--- config.mk ---
export PLATFORM = sky130hd
export DESIGN_NAME = pc_unit
export DESIGN_NICKNAME = d
export VERILOG_FILES = /design/src/rtl/pc_unit.sv
export SDC_FILE = /design/constraint.sdc
export NUM_CORES = 1
export LEC_CHECK = 0
export BUFFER_PORTS_ARGS = -buffer_cell sky130_fd_sc_hd__buf_2
export CAP_MARGIN = 15
export CORE_UTILIZATION = 41
export DETAILED_ROUTE_END_ITERATION = 10
export GPL_ROUTABILITY_DRIVEN = 0
export PLACE_DENSITY = 0.77
export RECOVER_POWER = 50
export SYNTH_ARGS = -nofsm -noshare
export SYNTH_HDL_FRONTEND = slang
export SYNTH_SLANG_ARGS = --single-unit
--- constraint.sdc ---
create_clock -name clk -period 1.7 [get_ports clk]
set_input_delay 0 -clock clk [delete_from_list [all_inputs] [get_ports clk]]
set_output_delay 0 -clock clk [all_outputs]
set_load 0.01 [all_outputs]
--- src/rtl/pc_unit.sv ---
// Program counter with priority redirect (branch > jump > return > stall > increment).
// Define PC_UNIT_RAS_EN to build in the circular return-address stack; otherwise call/ret are ignored.
module pc_unit #(
  parameter int WIDTH     = 7,
  parameter int STEP      = 1,
  parameter int RESET_VEC = 0,
  parameter int RAS_DEPTH = 4
) (
  input  logic             clk,
  input  logic             reset,
  input  logic             stall,
  input  logic             branch_en,
  input  logic [WIDTH-1:0] branch_target,
  input  logic             jump_en,
  input  logic [WIDTH-1:0] jump_target,
  input  logic             call_en,
  input  logic             ret_en,
  output logic [WIDTH-1:0] pc,
  output logic [WIDTH-1:0] pc_inc,
  output logic             ras_empty,
  output logic             ras_full,
  output logic             ras_underflow
);

  logic [WIDTH-1:0] r_pc;
  logic [WIDTH-1:0] w_pc_inc;
  logic [WIDTH-1:0] w_pc_next;
  logic [WIDTH-1:0] w_top;
  logic             w_pop;

  assign w_pc_inc = r_pc + WIDTH'(STEP);
  assign pc       = r_pc;
  assign pc_inc   = w_pc_inc;

`ifdef PC_UNIT_RAS_EN
  localparam int PW = $clog2(RAS_DEPTH);
  localparam int CW = PW + 1;
  localparam logic [CW-1:0] DEPTH_C = CW'(RAS_DEPTH);

  logic [WIDTH-1:0] r_stack [RAS_DEPTH];
  logic [PW-1:0]    r_wp;
  logic [CW-1:0]    r_count;
  logic [CW-1:0]    w_count_next;
  logic             r_empty;
  logic             r_full;
  logic             r_underflow;
  logic             w_ret_q;
  logic             w_push;
  logic             w_underflow;

  // A return only counts when no branch or jump outranks it.
  assign w_ret_q     = ret_en & ~branch_en & ~jump_en;
  assign w_push      = jump_en & call_en & ~branch_en;
  assign w_pop       = w_ret_q & (r_count != '0);
  assign w_underflow = w_ret_q & (r_count == '0);
  assign w_top       = r_stack[r_wp - 1'b1];

  always_comb begin
    w_count_next = r_count;
    if (w_push) begin
      if (r_count != DEPTH_C) w_count_next = r_count + 1'b1;
    end else if (w_pop) begin
      w_count_next = r_count - 1'b1;
    end
  end

  // Write pointer wraps, so a push when full lands on the oldest entry.
  always_ff @(posedge clk) begin
    if (reset) begin
      r_wp        <= '0;
      r_count     <= '0;
      r_empty     <= 1'b1;
      r_full      <= 1'b0;
      r_underflow <= 1'b0;
    end else begin
      if (w_push)     r_wp <= r_wp + 1'b1;
      else if (w_pop) r_wp <= r_wp - 1'b1;
      r_count     <= w_count_next;
      r_empty     <= (w_count_next == '0);
      r_full      <= (w_count_next == DEPTH_C);
      r_underflow <= w_underflow;
    end
  end

  always_ff @(posedge clk) begin
    if (!reset && w_push) r_stack[r_wp] <= w_pc_inc;
  end

  assign ras_empty     = r_empty;
  assign ras_full      = r_full;
  assign ras_underflow = r_underflow;
`else
  logic w_unused;

  assign w_unused      = ^{call_en, ret_en};
  assign w_pop         = 1'b0;
  assign w_top         = r_pc;
  assign ras_empty     = 1'b1;
  assign ras_full      = 1'b0;
  assign ras_underflow = 1'b0;
`endif

  always_comb begin
    w_pc_next = w_pc_inc;
    if (branch_en)    w_pc_next = branch_target;
    else if (jump_en) w_pc_next = jump_target;
    else if (w_pop)   w_pc_next = w_top;
    else if (stall)   w_pc_next = r_pc;
  end

  always_ff @(posedge clk) begin
    if (reset) r_pc <= WIDTH'(RESET_VEC);
    else       r_pc <= w_pc_next;
  end

endmodule

### Word level (Yosys, flattened, before mapping)

Cells that the tools add are included.

* flip-flop bits (word level): 7
* input bits: 21
* output and inout port bits: 17
* logic and storage cells: 6

* add/subtract/negate cells: 1
* equal/unequal tests: 1
* mux-type cells: 3

Operators by type and width (count)
* $mux 7: 3
* $add 7x1->7 const B: 1
* $ne 3x1->1 const B: 1

### Longest topological paths before layout

Gate-level depths: netlist (run 1).

* depth after elaboration: 4
* mapped depth: 5

### Least setup slack after synthesis (run 1)

Ideal clock, no wire load.

* path type: flip-flop to flip-flop
* start: register r_pc[0] (netlist: pc[0])
* end: register r_pc[6] (netlist: pc[6])
* arrival time: 1.410 ns
* slack: 0.169 ns
* stages on the path, launching flop included: 6
* path buffers: 0
* clock period less this slack: 1.531 ns
* cells stage by stage: dfxtp_1 ha_1 nand4_1 mux2_2 a221oi_2 nor3_1

* word-level cells in the longest chain between the ends: 4

RTL lines
* from (decl): RTL line 25 `logic [WIDTH-1:0] r_pc;`
* from (signal assigned): RTL line 112 `if (reset) r_pc <= WIDTH'(RESET_VEC);`
* from (signal assigned): RTL line 113 `else r_pc <= w_pc_next;`
* $add 7x1->7: RTL line 31 `assign w_pc_inc = r_pc + WIDTH'(STEP);`
* $mux 7: RTL line 108 `else if (stall) w_pc_next = r_pc;`
* $mux 7: RTL line 106 `else if (jump_en) w_pc_next = jump_target;`
* $mux 7: RTL line 105 `if (branch_en) w_pc_next = branch_target;`

Every way passes these cells. The select of a mux whose other input is x is not followed.
A chain may end at the register's enable or synchronous reset.

### Worst setup path in the final report (run 1)

* start: register r_pc[1] (netlist: pc[1])
* end: register r_pc[6] (netlist: pc[6])

Same word-level chain as after synthesis.

==> run_results.csv, run 1 <==
group,metric,value,unit
critical_path,rr_startpoint,"pc[1]",
yosys,synth.area.top_cells,"dfxtp_1 (23%), nor2_1 (6.0%), buf_4 (4.8%), nand2_1 (4.2%), xor2_1 (4.2%)",
critical_path,r2r_slack,0.15,ns
route,route.met2.wl,767,um
clocking,cts.sinks,7,
outcome,status,"finished clean",
clocking,path_clk_slew,0.05,ns
floorplan,start_util,0.460,
clocking,ctsLongestPathBuffers,2,
route,num_vias,699,
route,drc_errors,0,
timing,finalSetupViolations,0,
critical_path,cp-end-kind,"flip-flop",
hold_path,whs_endpoint,"pc[3]",
placed_design,dpl.hpwl,1240,um
floorplan,die_w,40.9,um
yosys,synth.distinct_cells,37,
timing,final_max_slew_viol_count,0,
route,drtAntennaViolNets,0,
timing,skew,0.00220,ns
global_route,grt_overflow,0,
route,wl_met3,102,um
floorplan,ios,38,
yosys,yosysTopAreaCellShare,0.226,
yosys,avgSynthCellArea,7.66,um2
final_layout,layout_commonest_cell,"buf_2",
critical_path,path_cells,"ha_1 -> nand4_1 -> mux2_2 -> a221oi_2 -> nor3_1",
final_layout,layout-drive-gt1-share,0.291,
critical_path,crit_slowest_cell,"dfxtp_1",
clocking,post_cts_resized,0,
global_route,grt_use_total,0.213,
floorplan,die_area,0.00167,mm2
critical_path,cp.required,1.84,ns
global_route,antenna_found_initial,0,
clocking,ctsRootBufferMaster,"clkbuf_4",
hold_path,hold_depth,3,
clocking,cts_buffers,3,
timing,timing.hold.ws,0.0370,ns
timing,finalHoldViolations,0,
run,drv_cap,0,
floorplan,core_area,0.00135,mm2
yosys,synth_area_leader_cell,"dfxtp_1",
critical_path,crit_type,"flip-flop to flip-flop",
clocking,clk_latency,0.26,ns
critical_path,setup.worst_path.start_class,"flip-flop",
final_layout,largest_reg_flops,7,
final_layout,final_cell_mix,"buf_2 (26), nor2_1 (10), clkbuf_1 (9)",
power_and_ir_drop,power_density,634,mW/mm2
route,firstDrtPassIters,4,
placed_design,io_buffer_count,32,
critical_path,worstPathBufferInverterCount,0,
floorplan,num_rows,13,
route,wl_met1,738,um
clocking,htreeDepth,1,
yosys,yosysWarnings,0,
global_route,grt_start_max_net_pins,15,
final_layout,antennaDiodeCount,0,
timing,finalSetupTns,0,ns
yosys,syn_area,621,um2
critical_path,critPathMaxStageDelay,0.40,ns
route,via_per_inst,5.30,
critical_path,path_delay_family,"flip-flops",
critical_path,reg2regPathDepth,5,
critical_path,critPathArrivalTime,1.70,ns
route,routedWlPerCell,12.3,um
clocking,cts_tree,"done",
route,top_layer_used,"met4",
critical_path,critPathMaxFanout,6,
final_layout,nets,140,
hold_path,hp-class,"input port to flip-flop",
yosys,syn_inst,81,
hold_path,hold_start,"branch_target[3]",
yosys,ys_ff_latch,7,
timing,finalCritPeriodShare,0.914,
global_route,grt_pass1_wl,2370,um
timing,max_freq,643,MHz
yosys,synth-seq-area-share,0.226,
critical_path,reg2reg_to,"pc[6]",
power_and_ir_drop,power.leakage,0.405,nW
final_layout,areaGrowthSynthToFinish,30.4,%
route,wirelength,1620,um
power_and_ir_drop,ir_worst_vdd,0.483,mV
timing,rsz0062_at_grt,"false",
route,drt-initial-drc-count,8,
global_route,first_global_vias,561,
timing,min_period,1.55,ns
floorplan,die_h,40.9,um
## worst register-to-register path, stage by stage, from the launching register on
cell and delay (ns):
dfxtp_1 0.40, ha_1 0.24, nand4_1 0.18, mux2_2 0.33, a221oi_2 0.23, nor3_1 0.07
## power breakdown
group | leakage, nW | switching (W) | internal [W]
combinational | 0.332 | 0.0000880 | 0.0000750
clock | 0.0150 | 0.0000664 | 0.0000899
sequential | 0.0580 | 0.0000168 | 0.000177
total | 0.405 | 0.000171 | 0.000342
## cells by family (layout without fill, tap and decap cells)
logic type               count (synthesis)  after routing  synth area share
AO/OA/AOI/OAI                           16             16             0.214
adder cells (fa/ha/maj)                  1              1            0.0202
AND/OR/NAND/NOR                         34             34             0.278
multiplexers                             3              3            0.0504
XOR/XNOR                                 5              5            0.0706
other                                    2              3            0.0121
buffers and inverters                   13             48             0.129
flip-flops                               7              7             0.226
## through the flow
stage	cells	power [W]	cell area [um2]	worst slack (ns)	utilization
6_report	132	0.000513	810	0.146	0.600
5_1_grt	132	0.000545	810	0.0405	0.600
4_1_cts	132	0.000524	825	0.136	0.611
3_5_place_dp	125	0.000359	768	0.146	0.569
3_3_place_gp	125	0.000355	768	0.214	0.569
2_1_floorplan	82	0.000297	624	0.169	-
## cell type report
type	count	area [um2]
Fill cell	144	541
Multi-Input combinational cell	62	404
Timing Repair Buffer	38	198
Sequential cell	7	140
Clock buffer	4	26.3
Inverter	6	22.5
Tap cell	15	18.8
## repair_timing
item,CTS,global route
hold endpoints to repair,6,0
setup buffers,0,0
hold buffers,3,0
## per-layer routing
metal,up-vias,global-route usage
met3,2,0.0163
met1,319,0.300
met5,-,0
li1,355,-
met4,0,0.0750
met2,23,0.336
## cells in the mapped netlist
| master | instances |
|---|---|
| nand2b_1 | 3 |
| conb_1 | 2 |
| xnor2_1 | 2 |
| nor2b_1 | 1 |
| o311a_2 | 1 |
| a2111oi_1 | 1 |
| o21a_1 | 1 |
| buf_2 | 1 |
| nand3_1 | 3 |
| mux2i_1 | 2 |
| dfxtp_1 | 7 |
| a221oi_1 | 2 |
| inv_1 | 6 |
| o211a_1 | 1 |
| mux2_2 | 1 |
| o21ai_0 | 3 |
| buf_6 | 2 |
| nand2_1 | 7 |
| nor3b_1 | 1 |
| nor3_1 | 2 |
| a21oi_1 | 1 |
| o211ai_1 | 1 |
| buf_4 | 4 |
| nand4_1 | 2 |
| or3_1 | 1 |
| o41ai_1 | 1 |
| nor2_4 | 1 |
| and3_1 | 1 |
| xor2_1 | 3 |
| or3b_1 | 1 |
| a221oi_2 | 1 |
| nor2_1 | 10 |
| nor4_1 | 1 |
| ha_1 | 1 |
| o311ai_0 | 1 |
| o22ai_1 | 1 |
| a32o_1 | 1 |
## worst max path at each step
| stage | depth (start not counted) | from | end |
|---|---|---|---|
| after floorplan | 5 | pc[0] | pc[6] |
| after global placement | 5 | pc[1] | pc[6] |
| after detailed placement | 5 | pc[1] | pc[6] |
| after CTS | 5 | pc[1] | pc[6] |
| after global routing | 5 | pc[1] | pc[6] |
| final | 5 | pc[1] | pc[6] |
Power figures use the tool's default switching activity.
==> run 2: changes to the inputs <==
Settings changed: ABC_AREA set to 1, CORE_UTILIZATION 41 to 42, PLACE_DENSITY 0.77 to 0.78.
==> run 2 against run 1 <==
Net effect: sequential cell count stayed put; global-route usage increased by 0.68 points; synthesized area up 4.2%; critical path depth stayed put; via count fell by 0.57%; largest cell class unchanged; synthesized cell count up 22%.
==> run_results.csv, run 2 <==
group,metric,value,unit
yosys,synth.area.top_cells,"dfxtp_1 (22%), nand2_1 (12%), inv_1 (6.4%), nor2_1 (6.4%), buf_6 (5.2%)",
floorplan,die_area,0.00170,mm2
yosys,synth_edf_count,0,
yosys,synth_area_leader_cell,"dfxtp_1",
final_layout,n_fill_cell,147,
timing,finalSetupViolations,0,
yosys,ys_ff_latch,7,
clocking,cts_tree,"done",
yosys,synth-main-ff-cell,"dfxtp_1",
route,drc_errors,0,
power_and_ir_drop,total_power,0.000520,W
critical_path,reg2regPathDepth,6,
yosys,yosysMostFrequentCell,"nand2_1",
yosys,avgSynthCellArea,6.53,um2
clocking,postCtsSetupRepairBufs,0,
timing,timing.hold.ws,0.0346,ns
global_route,grt_start_max_net_pins,14,
floorplan,ios,38,
floorplan,die_h,41.2,um
placed_design,dpl.hpwl,1170,um
final_layout,largest_reg_flops,7,
route,wirelength,1530,um
global_route,grt_pass1_wl,2330,um
clocking,ctsLongestPathBuffers,2,
yosys,syn_area,647,um2
critical_path,worstSetupStartpoint,"pc[0]",
yosys,syn_inst,99,
final_layout,areaGrowthSynthToFinish,23.6,%
hold_path,hp-class,"input port to flip-flop",
timing,max_freq,662,MHz
critical_path,reg2reg_to,"pc[4]",
global_route,grt_overflow,0,
outcome,status,"finished clean",
critical_path,critPathMaxFanout,6,
final_layout,nets,154,
floorplan,num_rows,13,
yosys,async_flop_share,0,
clocking,hold_buffers,2,
final_layout,layout_commonest_cell,"buf_2",
critical_path,endpoint,"pc_inc[4]",
timing,finalHoldViolations,0,
power_and_ir_drop,ir_worst_vdd,0.394,mV
yosys,synth-seq-area-share,0.217,
critical_path,setup.worst_path.start_class,"flip-flop",
global_route,top_usage_layer,"met2",
route,routedWlPerCell,10.5,um
timing,setup_ws,0.188,ns
route,firstDrtPassIters,3,
global_route,first_global_vias,591,
critical_path,cp-end-kind,"primary output",
yosys,synth.distinct_cells,28,
floorplan,core_area,0.00137,mm2
clocking,cts_buffers,3,
route,drt-initial-drc-count,2,
clocking,cts.sinks,7,
floorplan,start_util,0.473,
yosys,yosysTopAreaCellShare,0.217,
timing,final_max_slew_viol_count,0,
global_route,antenna_found_initial,0,
timing,skew,0.0160,ns
clocking,clk_latency,0.26,ns
final_layout,antennaDiodeCount,0,
route,num_vias,695,
final_layout,layout-drive-gt1-share,0.298,
timing,finalCritPeriodShare,0.889,
yosys,yosysWarnings,0,
timing,finalSetupTns,0,ns
global_route,grt.met2_usage,0.355,
critical_path,crit_type,"flip-flop to primary output",
timing,min_period,1.51,ns
clocking,path_clk_slew,0.07,ns
critical_path,rr_startpoint,"pc[0]",
power_and_ir_drop,power.leakage,0.416,nW
placed_design,place_ws,0.373,ns
critical_path,cp.required,1.70,ns
timing,rsz0062_at_grt,"false",
global_route,grt_use_total,0.220,
route,drtAntennaViolNets,0,
final_layout,final_cell_mix,"buf_2 (23), nand2_1 (21), inv_1 (11), nor2_1 (11), clkbuf_1 (9)",
critical_path,critPathArrivalTime,1.51,ns
placed_design,io_buffer_count,32,
critical_path,r2r_slack,0.32,ns
clocking,post_cts_resized,0,
power_and_ir_drop,power_density,651,mW/mm2
route,via_per_inst,4.76,
global_route,use_met1,0.256,
global_route,gr-usage-met3,0.0489,
clocking,htreeDepth,1,
clocking,ctsRootBufferMaster,"clkbuf_4",
yosys,netlist_top_cells_count,"nand2_1 (21), inv_1 (11), nor2_1 (11)",
floorplan,die_w,41.2,um
run,drv_cap,0,
run 2: changes by cell type after synthesis, moves of 3 or more:
| cell | change |
|---|---|
| nand2_1 | +14 |
| inv_1 | +5 |
| o21ai_1 | +4 |
| a21oi_2 | +3 |
| nand2b_1 | -3 |
| nand3_1 | +3 |
run 2: how the worst min path moves through the flow:
stage | start | end | slack (ns) | cells past startpoint
after global placement | reset | pc[0] | 0.18 | 2
final | branch_target[0] | pc[0] | 0.03 | 3
after floorplan | reset | pc[0] | 0.06 | 1
after CTS | branch_target[0] | pc[0] | 0.03 | 3
after global routing | branch_target[0] | pc[0] | 0.06 | 3
after detailed placement | reset | pc[0] | 0.18 | 2
run 2: power by group:
group	internal (W)	switching, W
Clock	0.0000865	0.0000734
Sequential	0.000178	0.0000210
Combinational	0.0000677	0.0000935
run 2: worst max-delay path, stage by stage (launching register included):
cell and delay (ns):
dfxtp_1 0.45, ha_1 0.29, nand3_1 0.12, xor2_1 0.20
inv_1 0.05, buf_2 0.13
run 2: layout make-up:
type,count,area [um2],share of cell area
well taps,15,18.8,0.0235
clock buffers,3,22.5,0.0282
repair buffers,34,169,0.211
inverters,14,52.6,0.0657
flip-flops and latches,7,140,0.175
clock inverters,1,5.00,0.00626
multi-input cells,72,392,0.490
run 2: per-layer routing:
layer,share of wire,up-vias
li1,-,375
met1,0.46,295
met2,0.47,20
met3,0.035,5
met4,0.029,0
met5,0,-
run 2: per-stage QoR:
stage          instance area (um2)   util  cells
6_report                       800  0.585    146
5_1_grt                        800  0.585    146
4_1_cts                        816  0.597    146
3_5_place_dp                   768  0.562    140
3_3_place_gp                   768  0.562    140
2_1_floorplan                  651      -    100
run 2: cell families (layout without fill, tap and decap cells):
group                    Yosys count  after routing  share of synthesized area
other                              2              3                     0.0116
buffers and inverters             21             52                      0.176
adder cells (fa/ha/maj)            1              1                     0.0193
AO/OA/AOI/OAI                     20             20                      0.201
AND/OR/NAND/NOR                   46             46                      0.348
XOR/XNOR                           2              2                     0.0271
flip-flops                         7              7                      0.217
